File: config.mk
export PLATFORM = sky130hd
export DESIGN_NAME = edge_count_ctrl
export DESIGN_NICKNAME = d
export VERILOG_FILES = /design/src/rtl/edge_count_pkg.sv /design/src/rtl/edge_count_ctrl_btn_debounce.sv /design/src/rtl/edge_count_ctrl.sv
export SDC_FILE = /design/constraint.sdc
export NUM_CORES = 1
export LEC_CHECK = 0
export ABC_CLOCK_PERIOD_IN_PS = 1380
export CAP_MARGIN = 10
export CORE_UTILIZATION = 24
export DETAILED_ROUTE_END_ITERATION = 6
export PLACE_DENSITY = 0.43
export SKIP_LAST_GASP = 1
export SYNTH_ARGS = -nofsm -noshare
export SYNTH_HDL_FRONTEND = slang
export SYNTH_HIERARCHICAL = 1
export SYNTH_SLANG_ARGS = --single-unit
export TNS_END_PERCENT = 20
File: constraint.sdc
create_clock -name clk -period 1.38 [get_ports clk]
set_input_delay 0.138 -clock clk [delete_from_list [all_inputs] [get_ports clk]]
set_output_delay 0.138 -clock clk [all_outputs]
set_load 0.05 [all_outputs]
File: src/rtl/edge_count_pkg.sv
// Shared types and constants for the IN falling-edge counter controller.
package edge_count_pkg;

    typedef enum logic [1:0] {
        ST_IDLE  = 2'd0,
        ST_RUN   = 2'd1,
        ST_PAUSE = 2'd2
    } state_e;

    localparam int unsigned DEBOUNCE_CYCLES_DEF = 16;

    function automatic int unsigned dbnc_cnt_w(input int unsigned cycles);
        return $clog2(cycles + 1);
    endfunction

endpackage

File: src/rtl/edge_count_ctrl_btn_debounce.sv
// Button conditioning: 2-FF synchroniser, mismatch-run debouncer and a
// one-cycle press pulse on each rising edge of the debounced level.
module btn_debounce
    import edge_count_pkg::*;
#(
    parameter int unsigned DEBOUNCE_CYCLES = DEBOUNCE_CYCLES_DEF
) (
    input  logic clk,
    input  logic rst_n,
    input  logic btn_i,
    output logic press_o
);

    localparam int unsigned   CW   = dbnc_cnt_w(DEBOUNCE_CYCLES);
    localparam logic [CW-1:0] LAST = CW'(DEBOUNCE_CYCLES - 1);

    logic [1:0]    sync_q, sync_d;
    logic          level_q, level_d;
    logic          level_prev_q, level_prev_d;
    logic [CW-1:0] cnt_q, cnt_d;

    always_comb begin
        sync_d       = {sync_q[0], btn_i};
        level_d      = level_q;
        level_prev_d = level_q;
        cnt_d        = '0;
        // Counter reaching LAST means this is the DEBOUNCE_CYCLES-th mismatch.
        if (sync_q[1] != level_q) begin
            if (cnt_q == LAST) begin
                level_d = sync_q[1];
            end else begin
                cnt_d = cnt_q + 1'b1;
            end
        end
    end

    always_ff @(posedge clk or negedge rst_n) begin
        if (!rst_n) begin
            sync_q       <= '0;
            level_q      <= 1'b0;
            level_prev_q <= 1'b0;
            cnt_q        <= '0;
        end else begin
            sync_q       <= sync_d;
            level_q      <= level_d;
            level_prev_q <= level_prev_d;
            cnt_q        <= cnt_d;
        end
    end

    assign press_o = level_q & ~level_prev_q;

endmodule

File: src/rtl/edge_count_ctrl.sv
// Counts synchronised falling edges of IN under button control
// (btn0 start/stop, btn1 clear); all outputs are registered.
module edge_count_ctrl
    import edge_count_pkg::*;
#(
    parameter int unsigned DEBOUNCE_CYCLES = DEBOUNCE_CYCLES_DEF,
    parameter int unsigned CNT_W           = 4
) (
    input  logic             clk,
    input  logic             rst_n,
    input  logic             IN,
    input  logic [1:0]       buttons,
    output logic [CNT_W-1:0] count,
    output logic             running,
    output logic             overflow,
    output logic             edge_pulse
);

    logic start_press;
    logic clear_press;

    btn_debounce #(.DEBOUNCE_CYCLES(DEBOUNCE_CYCLES)) u_btn_start (
        .clk     (clk),
        .rst_n   (rst_n),
        .btn_i   (buttons[0]),
        .press_o (start_press)
    );

    btn_debounce #(.DEBOUNCE_CYCLES(DEBOUNCE_CYCLES)) u_btn_clear (
        .clk     (clk),
        .rst_n   (rst_n),
        .btn_i   (buttons[1]),
        .press_o (clear_press)
    );

    // [1:0] synchroniser, [2] previous synced sample for edge detect
    logic [2:0]       in_sync_q, in_sync_d;
    logic             in_fall;
    state_e           state_q, state_d;
    logic [CNT_W-1:0] count_q, count_d;
    logic             overflow_q, overflow_d;
    logic             edge_pulse_q, edge_pulse_d;
    logic             running_q, running_d;

    assign in_fall = in_sync_q[2] & ~in_sync_q[1];

    always_comb begin
        in_sync_d    = {in_sync_q[1:0], IN};
        state_d      = state_q;
        count_d      = count_q;
        overflow_d   = overflow_q;
        edge_pulse_d = 1'b0;

        if (clear_press) begin
            state_d    = ST_IDLE;
            count_d    = '0;
            overflow_d = 1'b0;
        end else begin
            case (state_q)
                ST_IDLE: begin
                    count_d = '0;
                    if (start_press) state_d = ST_RUN;
                end
                ST_RUN: begin
                    if (in_fall) begin
                        count_d      = count_q + 1'b1;
                        edge_pulse_d = 1'b1;
                        if (count_q == '1) overflow_d = 1'b1;
                    end
                    if (start_press) state_d = ST_PAUSE;
                end
                ST_PAUSE: begin
                    if (start_press) state_d = ST_RUN;
                end
                default: state_d = ST_IDLE;
            endcase
        end

        running_d = (state_d == ST_RUN);
    end

    always_ff @(posedge clk or negedge rst_n) begin
        if (!rst_n) begin
            in_sync_q    <= '0;
            state_q      <= ST_IDLE;
            count_q      <= '0;
            overflow_q   <= 1'b0;
            edge_pulse_q <= 1'b0;
            running_q    <= 1'b0;
        end else begin
            in_sync_q    <= in_sync_d;
            state_q      <= state_d;
            count_q      <= count_d;
            overflow_q   <= overflow_d;
            edge_pulse_q <= edge_pulse_d;
            running_q    <= running_d;
        end
    end

    assign count      = count_q;
    assign running    = running_q;
    assign overflow   = overflow_q;
    assign edge_pulse = edge_pulse_q;

endmodule

==> results of run 1 <==
metal layers:
layer  part of all wire, %  global-route usage (%)  up-vias
li1                      -                       -      349
met1                    45                    10.3      327
met2                    46                    13.5       15
met3                   4.6                    3.33        8
met4                   4.3                    9.15        0
met5                     0                       0        -
power by group through the flow:
stage	combinational (mW)	clock [mW]	sequential, mW
global placement	0.0752	0	0.939
detailed placement	0.0797	0	0.941
floorplan	0.0340	0	0.941
CTS	0.0797	0.750	0.925
global route	0.0900	0.789	0.928
finish	0.0757	0.708	0.925
per-stage QoR:
stage / utilization, % / total power, mW / cells
3_5_place_dp: 30.4 / 1.02 / 171
4_1_cts: 32.3 / 1.76 / 179
5_1_grt: 32.3 / 1.81 / 179
3_3_place_gp: 30.4 / 1.01 / 171
6_report: 32.3 / 1.71 / 179
2_1_floorplan: - / 0.975 / 91
kinds of logic after synthesis:
logic type               count (synthesis)  synth area share (%)
flip-flops                              30                  63.8
XOR/XNOR                                 6                  4.46
adder cells (fa/ha/maj)                  3                  3.19
AO/OA/AOI/OAI                           12                  6.70
buffers and inverters                    5                  1.59
AND/OR/NAND/NOR                         32                  17.5
multiplexers                             3                  2.76
layout make-up:
type                    instances  area share, %
multi-input cells              56           26.8
inverters                       5           1.23
well taps                      67           5.50
flip-flops and latches         30           49.4
repair buffers                 13           11.2
clock buffers                   8           5.91
Yosys cell counts (2+ instances only):
cell type | instances | share of area (%)
nand3_1 | 4 | 1.7
o21ai_0 | 2 | 0.85
or3_1 | 3 | 1.6
o21ai_2 | 2 | 1.5
nand3_2 | 2 | 1.7
nor2_2 | 2 | 1.1
a21oi_1 | 4 | 1.7
and3_2 | 2 | 1.3
ha_1 | 3 | 3.2
inv_1 | 5 | 1.6
xor2_1 | 6 | 4.5
dfrtp_1 | 30 | 64
nor2b_1 | 3 | 1.6
mux2_1 | 2 | 1.9
and2_1 | 2 | 1.1
nor2_1 | 11 | 3.5
flip-flops by register name (all words and copies together) (netlist names):
name and flops:
state_q 2, count 4, u_btn_start/cnt_q 5, u_btn_clear/sync_q 2, u_btn_clear/cnt_q 5, running 1
edge_pulse 1, overflow 1, u_btn_clear/level_prev_q 1, u_btn_start/level_prev_q 1, u_btn_start/level_prev_d 1, in_sync_q 3
u_btn_clear/level_prev_d 1, u_btn_start/sync_q 2
critical path, delay by kind of cell, from the launching register on:
kind	cells	cell delay (ns)
and+or+nand+nor	2	0.24
muxes	1	0.33
DFF	1	0.38
adders and majority gates	1	0.21
how the worst max path moves through the flow:
stage | start | endpoint | slack (ns) | depth (start not counted)
after floorplan | count[0] | count[2] | 0.05 | 4
after global placement | state_q[1] | count[3] | 0.13 | 3
after detailed placement | u_btn_clear/cnt_q[0] | u_btn_clear/level_prev_d | 0.11 | 4
after global routing | u_btn_clear/cnt_q[0] | u_btn_clear/level_prev_d | 0.02 | 4
after CTS | u_btn_clear/cnt_q[0] | u_btn_clear/level_prev_d | 0.1 | 4
final | u_btn_clear/cnt_q[0] | u_btn_clear/level_prev_d | 0.11 | 4
==> flow_metrics.env, run 1 <==
export IMPL_swShare_pct=21.3
export IMPL_num_vias=699
export IMPL_fin_crit_sh_pct=92.1
export IMPL_ff2ff_setup_slack_ns=0.11
export IMPL_cts_buffers=5
export IMPL_clk_pin_slew_worst_paths_ns=0.06
export IMPL_required_ns=1.54
export IMPL_syn_to_final_growth_pct=29.4
export IMPL_rr_startpoint="u_btn_clear/cnt_q[0]"
export IMPL_critPathMaxStageDelay_ns=0.38
export IMPL_startpoint_type="flop"
export IMPL_root_buffer="clkbuf_8"
export IMPL_hold_viol=0
export IMPL_crit_fanout=3
export IMPL_skew_ns=0.00483
export IMPL_p_leak_nw=0.702
export IMPL_core_area_mm2=0.00472
export IMPL_power_internal_mw=1.34
export IMPL_slew_headroom_pct=74.7
export IMPL_synth_edf_count=0
export IMPL_die_area_mm2=0.00519
export IMPL_first_pass_iters=2
export IMPL_path_class="flop to flop"
export IMPL_seq_area_um2=753
export IMPL_drt_iter0_drc=22
export IMPL_vias_per_cell=3.91
export IMPL_async_flop_share_pct=100
export IMPL_period_needed_ns=1.27
export IMPL_fin_ws_ns=0.109
export IMPL_power_per_cell_area_mw_per_mm2=1120
export IMPL_grt_pass1_wl_um=3370
export IMPL_routabilityCongestion=0.705
export IMPL_rows=25
export IMPL_synth_area_per_cell_um2=12.9
export IMPL_pwr_share_clk_pct=41.4
export IMPL_clkSinkCount=30
export IMPL_drive_gt1_share_pct=24.1
export IMPL_cts_htree_levels=2
export IMPL_antenna_found_initial=0
export IMPL_wirelength_um=1860
export IMPL_fp_dieH_um=72.0
export IMPL_grt_pass1_vias=749
export IMPL_cts_setup_buffers=0
export IMPL_fmax_ghz=0.787
export IMPL_ys_seq_elements=30
export IMPL_hold_slack_ns=0.254
export IMPL_grt_start_max_net_pins=31
export IMPL_clk_latency_ns=0.28
export IMPL_synthCells=91
export IMPL_clock_path_buffers=2
export IMPL_pwr_share_comb_pct=4.4
export IMPL_start_util_pct=24.9
export IMPL_boundaryPins=12
export IMPL_postCtsHoldBufs=0
export IMPL_dpl_hpwl_um=1290
export IMPL_synthFlopType="dfrtp_1"
export IMPL_stdcell_area_mm2=0.00152
export IMPL_maxSlewViolCount=0
export IMPL_synth_nets=99
export IMPL_yosys_warnings=6
export IMPL_net_switching_power_mw=0.364
export IMPL_maxCapViolCount=0
export IMPL_cts_resized_gates=0
export IMPL_fill_cells=462
export IMPL_tritoncts="yes"
export IMPL_r2r_end="u_btn_clear/level_prev_d"
export IMPL_setup_viol=0
export IMPL_gr_total_overflow=0
export IMPL_hold_class="input pin to async pin"
export IMPL_cp_arrival_ns=1.43
export IMPL_r2r_cells=4
export IMPL_portBuffers=11
export IMPL_grtUsageTotal_pct=9.27
export IMPL_num_antenna_cells=0
export IMPL_die_w_um=72.0
export IMPL_place_area_mm2=0.00143
export IMPL_tns_ns=0
export IMPL_rsz0062_at_grt="no"
export IMPL_synth_seq_area_share_pct=63.8
export IMPL_ir_drop_mv=0.415
export IMPL_seqPwrFrac_pct=54.1
export IMPL_final_antenna_net_count=0
export IMPL_crit_chain="ha_1, nand3_2, nor2_1, mux2_1"
export IMPL_cpMaxStageDelayCell="dfrtp_1"
export IMPL_multiInputGateArea_um2=408
export IMPL_pre_cts_slack_ns=0.109
export IMPL_mostFrequentLayoutCells="dfrtp_1 (28), nor2_1 (11), clkbuf_8 (6), xor2_1 (6)"
export IMPL_worst_slew_pin_slew_ns=0.380
export IMPL_wl_per_cell_um=10.4
export IMPL_syn_area_mm2=0.00118
export IMPL_final_common_cell="dfrtp_1"
export IMPL_yosysUniqueCellTypes=24
export IMPL_nNetsFinal=119
export IMPL_outcome="completed"
export IMPL_drc_errors=0
export IMPL_end_kind="flop"
No activity file was read; power rests on OpenSTA's default activity.
==> run 2, diff against run 1 <==
--- a/config.mk
+++ b/config.mk
@@ -9,7 +9,6 @@
 export CAP_MARGIN = 10
 export CORE_UTILIZATION = 24
 export DETAILED_ROUTE_END_ITERATION = 6
-export PLACE_DENSITY = 0.43
 export SKIP_LAST_GASP = 1
 export SYNTH_ARGS = -nofsm -noshare
 export SYNTH_HDL_FRONTEND = slang
==> flow_metrics.env, run 2 (same netlist as run 1, synthesis figures left out) <==
export IMPL_clkSinkCount=30
export IMPL_syn_to_final_growth_pct=28.7
export IMPL_hold_viol=0
export IMPL_fill_cells=480
export IMPL_tritoncts="yes"
export IMPL_hold_class="input pin to async pin"
export IMPL_clock_path_buffers=2
export IMPL_gr_total_overflow=0
export IMPL_worst_slew_pin_slew_ns=0.372
export IMPL_root_buffer="clkbuf_8"
export IMPL_stdcell_area_mm2=0.00152
export IMPL_maxCapViolCount=0
export IMPL_antenna_found_initial=0
export IMPL_drc_errors=0
export IMPL_cts_buffers=5
export IMPL_crit_chain="nand4bb_4, or3_1, a21oi_1"
export IMPL_dpl_cell_count=171
export IMPL_place_area_mm2=0.00143
export IMPL_clk_latency_ns=0.28
export IMPL_num_vias=733
export IMPL_final_cells=179
export IMPL_cpMaxStageDelayCell="dfrtp_1"
export IMPL_multiInputGateArea_um2=408
export IMPL_routabilityCongestion=0.730
export IMPL_period_needed_ns=1.28
export IMPL_path_class="flop to flop"
export IMPL_utilization_pct=32.1
export IMPL_grt_pass1_vias=805
export IMPL_tns_ns=0
export IMPL_num_antenna_cells=0
export IMPL_mostFrequentLayoutCells="dfrtp_1 (27), nor2_1 (11), xor2_1 (6)"
export IMPL_postCtsHoldBufs=0
export IMPL_nNetsFinal=119
export IMPL_grtUsageTotal_pct=9.27
export IMPL_critPathLaunch="state_q[1]"
export IMPL_grt_pass1_wl_um=3530
export IMPL_vias_per_cell=4.09
export IMPL_drive_gt1_share_pct=24.1
export IMPL_dpl_hpwl_um=1300
export IMPL_final_antenna_net_count=0
export IMPL_critPathMaxStageDelay_ns=0.43
export IMPL_wirelength_um=1940
export IMPL_fmax_ghz=0.783
export IMPL_seq_area_um2=754
export IMPL_grt_start_max_net_pins=31
export IMPL_rows=25
export IMPL_fin_crit_sh_pct=92.6
export IMPL_setup_viol=0
export IMPL_cts_htree_levels=2
export IMPL_skew_ns=0.00573
export IMPL_cp_num_buf_inv=0
export IMPL_rr_startpoint="state_q[1]"
export IMPL_start_util_pct=24.9
export IMPL_clk_pin_slew_worst_paths_ns=0.06
export IMPL_startpoint_type="flop"
export IMPL_portBuffers=11
export IMPL_rsz0062_at_grt="no"
export IMPL_die_w_um=72.0
export IMPL_die_area_mm2=0.00519
export IMPL_slew_headroom_pct=75.2
export IMPL_fp_dieH_um=72.0
export IMPL_ir_drop_mv=0.542
export IMPL_required_ns=1.58
export IMPL_wl_per_cell_um=10.8
export IMPL_core_area_mm2=0.00472
export IMPL_first_pass_iters=4
export IMPL_power_per_cell_area_mw_per_mm2=1100
export IMPL_drt_iter0_drc=28
export IMPL_cts_resized_gates=0
export IMPL_p_leak_nw=0.694
export IMPL_outcome="completed"
export IMPL_boundaryPins=12
export IMPL_cp_arrival_ns=1.48
export IMPL_final_common_cell="dfrtp_1"
export IMPL_end_kind="flop"
export IMPL_maxSlewViolCount=0
export IMPL_cpLargestDelayFamily="simple AND/OR/NAND/NOR gates"
export IMPL_crit_fanout=7
export IMPL_cts_setup_buffers=0
-- run 2: cell counts in the layout (fill, tap and decap cells not counted) --
Identical to the previous run, type by type.
-- run 2: final timing paths --
kind | endpoint | slack (ns) | depth (start not counted)
worst min register to register | u_btn_start/sync_q[1] | 0.35 | 0
max in group asynchronous | count[0] | 0.84 | 2
worst max-delay path | count[3] | 0.10 | 3
worst min-delay path | in_sync_q[2] | 0.25 | 2
min in group clk | u_btn_clear/sync_q[0] | 0.29 | 1
worst max register to register | count[3] | 0.10 | 3
-- run 2: report_power, final --
| part | internal (mW) | total, mW | switching [mW] |
|---|---|---|---|
| Sequential | 0.906 | 0.925 | 0.0188 |
| Clock | 0.357 | 0.671 | 0.314 |
| Combinational | 0.0326 | 0.0756 | 0.0429 |
| Total | 1.30 | 1.67 | 0.375 |
-- run 2: worst register-to-register path, stage by stage, from the launching register on --
cell       delay, ns
dfrtp_1         0.43
nand4bb_4       0.25
or3_1           0.37
a21oi_1         0.15
-- run 2: final cells by class --
class	instances	area share, %
tap	67	5.53
multi-input combinational	56	26.9
inverter	5	1.24
timing repair buffer	13	11.2
sequential	30	49.8
clock buffer	8	5.28
-- run 2: through the flow --
stage	hold WS, ns	setup WS, ns	power [mW]
floorplan	-0.158	0.0516	0.975
global placement	0.333	0.138	1.01
detailed placement	0.335	0.125	1.02
CTS	0.260	0.100	1.70
global route	0.284	0.00728	1.75
finish	0.252	0.103	1.67
-- run 2: per-layer routing --
layer | part of all wire [%] | up-vias | global-route usage (%)
li1 | - | 350 | -
met1 | 44 | 354 | 9.69
met2 | 48 | 24 | 15.0
met3 | 5.4 | 5 | 4.17
met4 | 2.4 | 0 | 6.32
met5 | 0 | - | 0
==> run 3, diff against run 2 <==
--- a/config.mk
+++ b/config.mk
@@ -5,11 +5,10 @@
 export SDC_FILE = /design/constraint.sdc
 export NUM_CORES = 1
 export LEC_CHECK = 0
-export ABC_CLOCK_PERIOD_IN_PS = 1380
+export ABC_CLOCK_PERIOD_IN_PS = 1500
 export CAP_MARGIN = 10
 export CORE_UTILIZATION = 24
 export DETAILED_ROUTE_END_ITERATION = 6
-export SKIP_LAST_GASP = 1
 export SYNTH_ARGS = -nofsm -noshare
 export SYNTH_HDL_FRONTEND = slang
 export SYNTH_HIERARCHICAL = 1
==> constraint.sdc (replaced) <==
create_clock -name clk -period 1.5 [get_ports clk]
set_input_delay 0.15 -clock clk [delete_from_list [all_inputs] [get_ports clk]]
set_output_delay 0.15 -clock clk [all_outputs]
set_load 0.05 [all_outputs]
==> flow_metrics.env, run 3 (same netlist as run 1, synthesis figures left out) <==
export IMPL_boundaryPins=12
export IMPL_utilization_pct=30.9
export IMPL_hold_viol=0
export IMPL_final_antenna_net_count=0
export IMPL_clkSinkCount=30
export IMPL_tns_ns=0
export IMPL_path_class="flop to flop"
export IMPL_startpoint_type="flop"
export IMPL_fp_dieH_um=72.0
export IMPL_drive_gt1_share_pct=23.2
export IMPL_cpLargestDelayFamily="flip-flops"
export IMPL_p_leak_nw=0.695
export IMPL_start_util_pct=24.9
export IMPL_root_buffer="clkbuf_8"
export IMPL_drc_errors=0
export IMPL_core_area_mm2=0.00472
export IMPL_critPathMaxStageDelay_ns=0.41
export IMPL_cts_resized_gates=0
export IMPL_tritoncts="yes"
export IMPL_cp_arrival_ns=1.46
export IMPL_num_antenna_cells=0
export IMPL_postCtsHoldBufs=0
export IMPL_clock_path_buffers=2
export IMPL_fin_crit_sh_pct=83.7
export IMPL_period_needed_ns=1.26
export IMPL_pwr_share_comb_pct=4.3
export IMPL_clk_latency_ns=0.28
export IMPL_maxCapViolCount=0
export IMPL_required_ns=1.70
export IMPL_grt_pass1_wl_um=3130
export IMPL_p_total_mw=1.57
export IMPL_vias_per_cell=3.92
export IMPL_rows=25
export IMPL_place_area_mm2=0.00137
export IMPL_cts_buffers=5
export IMPL_first_pass_iters=2
export IMPL_cts_htree_levels=2
export IMPL_worst_slew_pin_slew_ns=0.369
export IMPL_routabilityCongestion=0.749
export IMPL_ff2ff_setup_slack_ns=0.24
export IMPL_hold_class="input pin to async pin"
export IMPL_portBuffers=11
export IMPL_mostFrequentLayoutCells="dfrtp_1 (30), nor2_1 (11), buf_4 (9)"
export IMPL_net_switching_power_mw=0.341
export IMPL_seqPwrFrac_pct=54.1
export IMPL_cp_num_buf_inv=1
export IMPL_stdcell_area_mm2=0.00146
export IMPL_clk_pin_slew_worst_paths_ns=0.06
export IMPL_die_area_mm2=0.00519
export IMPL_die_w_um=72.0
export IMPL_skew_ns=0.00418
export IMPL_dpl_cell_count=171
export IMPL_power_internal_mw=1.23
export IMPL_grt_start_max_net_pins=31
export IMPL_maxSlewViolCount=0
export IMPL_cts_setup_buffers=0
export IMPL_slew_headroom_pct=75.4
export IMPL_gr_total_overflow=0
export IMPL_dpl_hpwl_um=1230
export IMPL_num_vias=702
export IMPL_rsz0062_at_grt="no"
export IMPL_syn_to_final_growth_pct=24.0
export IMPL_grt_pass1_vias=728
export IMPL_fill_cells=497
export IMPL_antenna_found_initial=0
export IMPL_grtUsageTotal_pct=8.40
export IMPL_wirelength_um=1780
export IMPL_fmax_ghz=0.797
export IMPL_pwr_share_clk_pct=41.6
export IMPL_power_per_cell_area_mw_per_mm2=1080
export IMPL_setup_viol=0
export IMPL_wl_per_cell_um=9.94
export IMPL_drt_iter0_drc=34
export IMPL_rr_startpoint="count[0]"
export IMPL_final_common_cell="dfrtp_1"
export IMPL_r2r_cells=4
export IMPL_swShare_pct=21.7
export IMPL_r2r_end="count[2]"
export IMPL_crit_fanout=5
export IMPL_outcome="completed"
export IMPL_end_kind="flop"
export IMPL_ir_drop_mv=0.435
export IMPL_final_cells=179
export IMPL_nNetsFinal=119
export IMPL_crit_chain="ha_1, inv_1, or3_1, a21oi_1"
export IMPL_cpMaxStageDelayCell="dfrtp_1"
-- run 3: cell types whose count changed in the layout (fill, tap and decap cells not counted), sizes merged --
cell,change
clkbuf,-1
clkinv,+1
-- run 3: cell type report --
type	count	area [um^2]	share of cell area, %
multi-input cells	56	408	27.9
clock buffers	7	86.3	5.91
repair buffers	13	108	7.37
inverters	5	18.8	1.29
flip-flops and latches	30	751	51.4
well taps	67	83.8	5.74
clock inverters	1	5.00	0.343
-- run 3: how the worst max path moves through the flow --
stage / start / end / slack [ns] / depth (start not counted)
2_1_floorplan: count[0] / count[2] / 0.008 / 4
6_report: count[0] / count[2] / 0.24 / 4
3_5_place_dp: count[0] / count[2] / 0.25 / 4
3_3_place_gp: state_q[1] / count[3] / 0.29 / 3
4_1_cts: count[0] / count[2] / 0.23 / 4
5_1_grt: count[0] / count[2] / 0.15 / 4
-- run 3: power groups by stage --
| stage | clock network [mW] | registers, mW | logic (mW) |
|---|---|---|---|
| final | 0.655 | 0.851 | 0.0676 |
| after global routing | 0.726 | 0.853 | 0.0817 |
| after CTS | 0.682 | 0.851 | 0.0705 |
| after detailed placement | 0 | 0.865 | 0.0707 |
| after global placement | 0 | 0.864 | 0.0675 |
| after floorplan | 0 | 0.866 | 0.0313 |
-- run 3: worst register-to-register path: cells and delay by family (launching register included) --
kind                     cells  cell delay [ns]
adder cells (fa/ha/maj)      1             0.19
AND/OR/NAND/NOR              1             0.37
buffers and inverters        1             0.05
AO/OA/AOI/OAI                1             0.16
flip-flops                   1             0.41
-- run 3: routing by layer --
layer	vias up	global-route usage, %	part of all wire, %
met4	0	7.63	2.9
met3	7	4.17	4.9
met2	17	12.1	45
li1	347	-	-
met5	-	0	0
met1	331	9.06	47
-- run 3: through the flow --
step / setup WS (ns) / hold WS (ns)
2_1_floorplan: 0.00806 / -0.146
3_3_place_gp: 0.295 / 0.332
3_5_place_dp: 0.247 / 0.335
4_1_cts: 0.232 / 0.256
5_1_grt: 0.153 / 0.280
6_report: 0.245 / 0.249
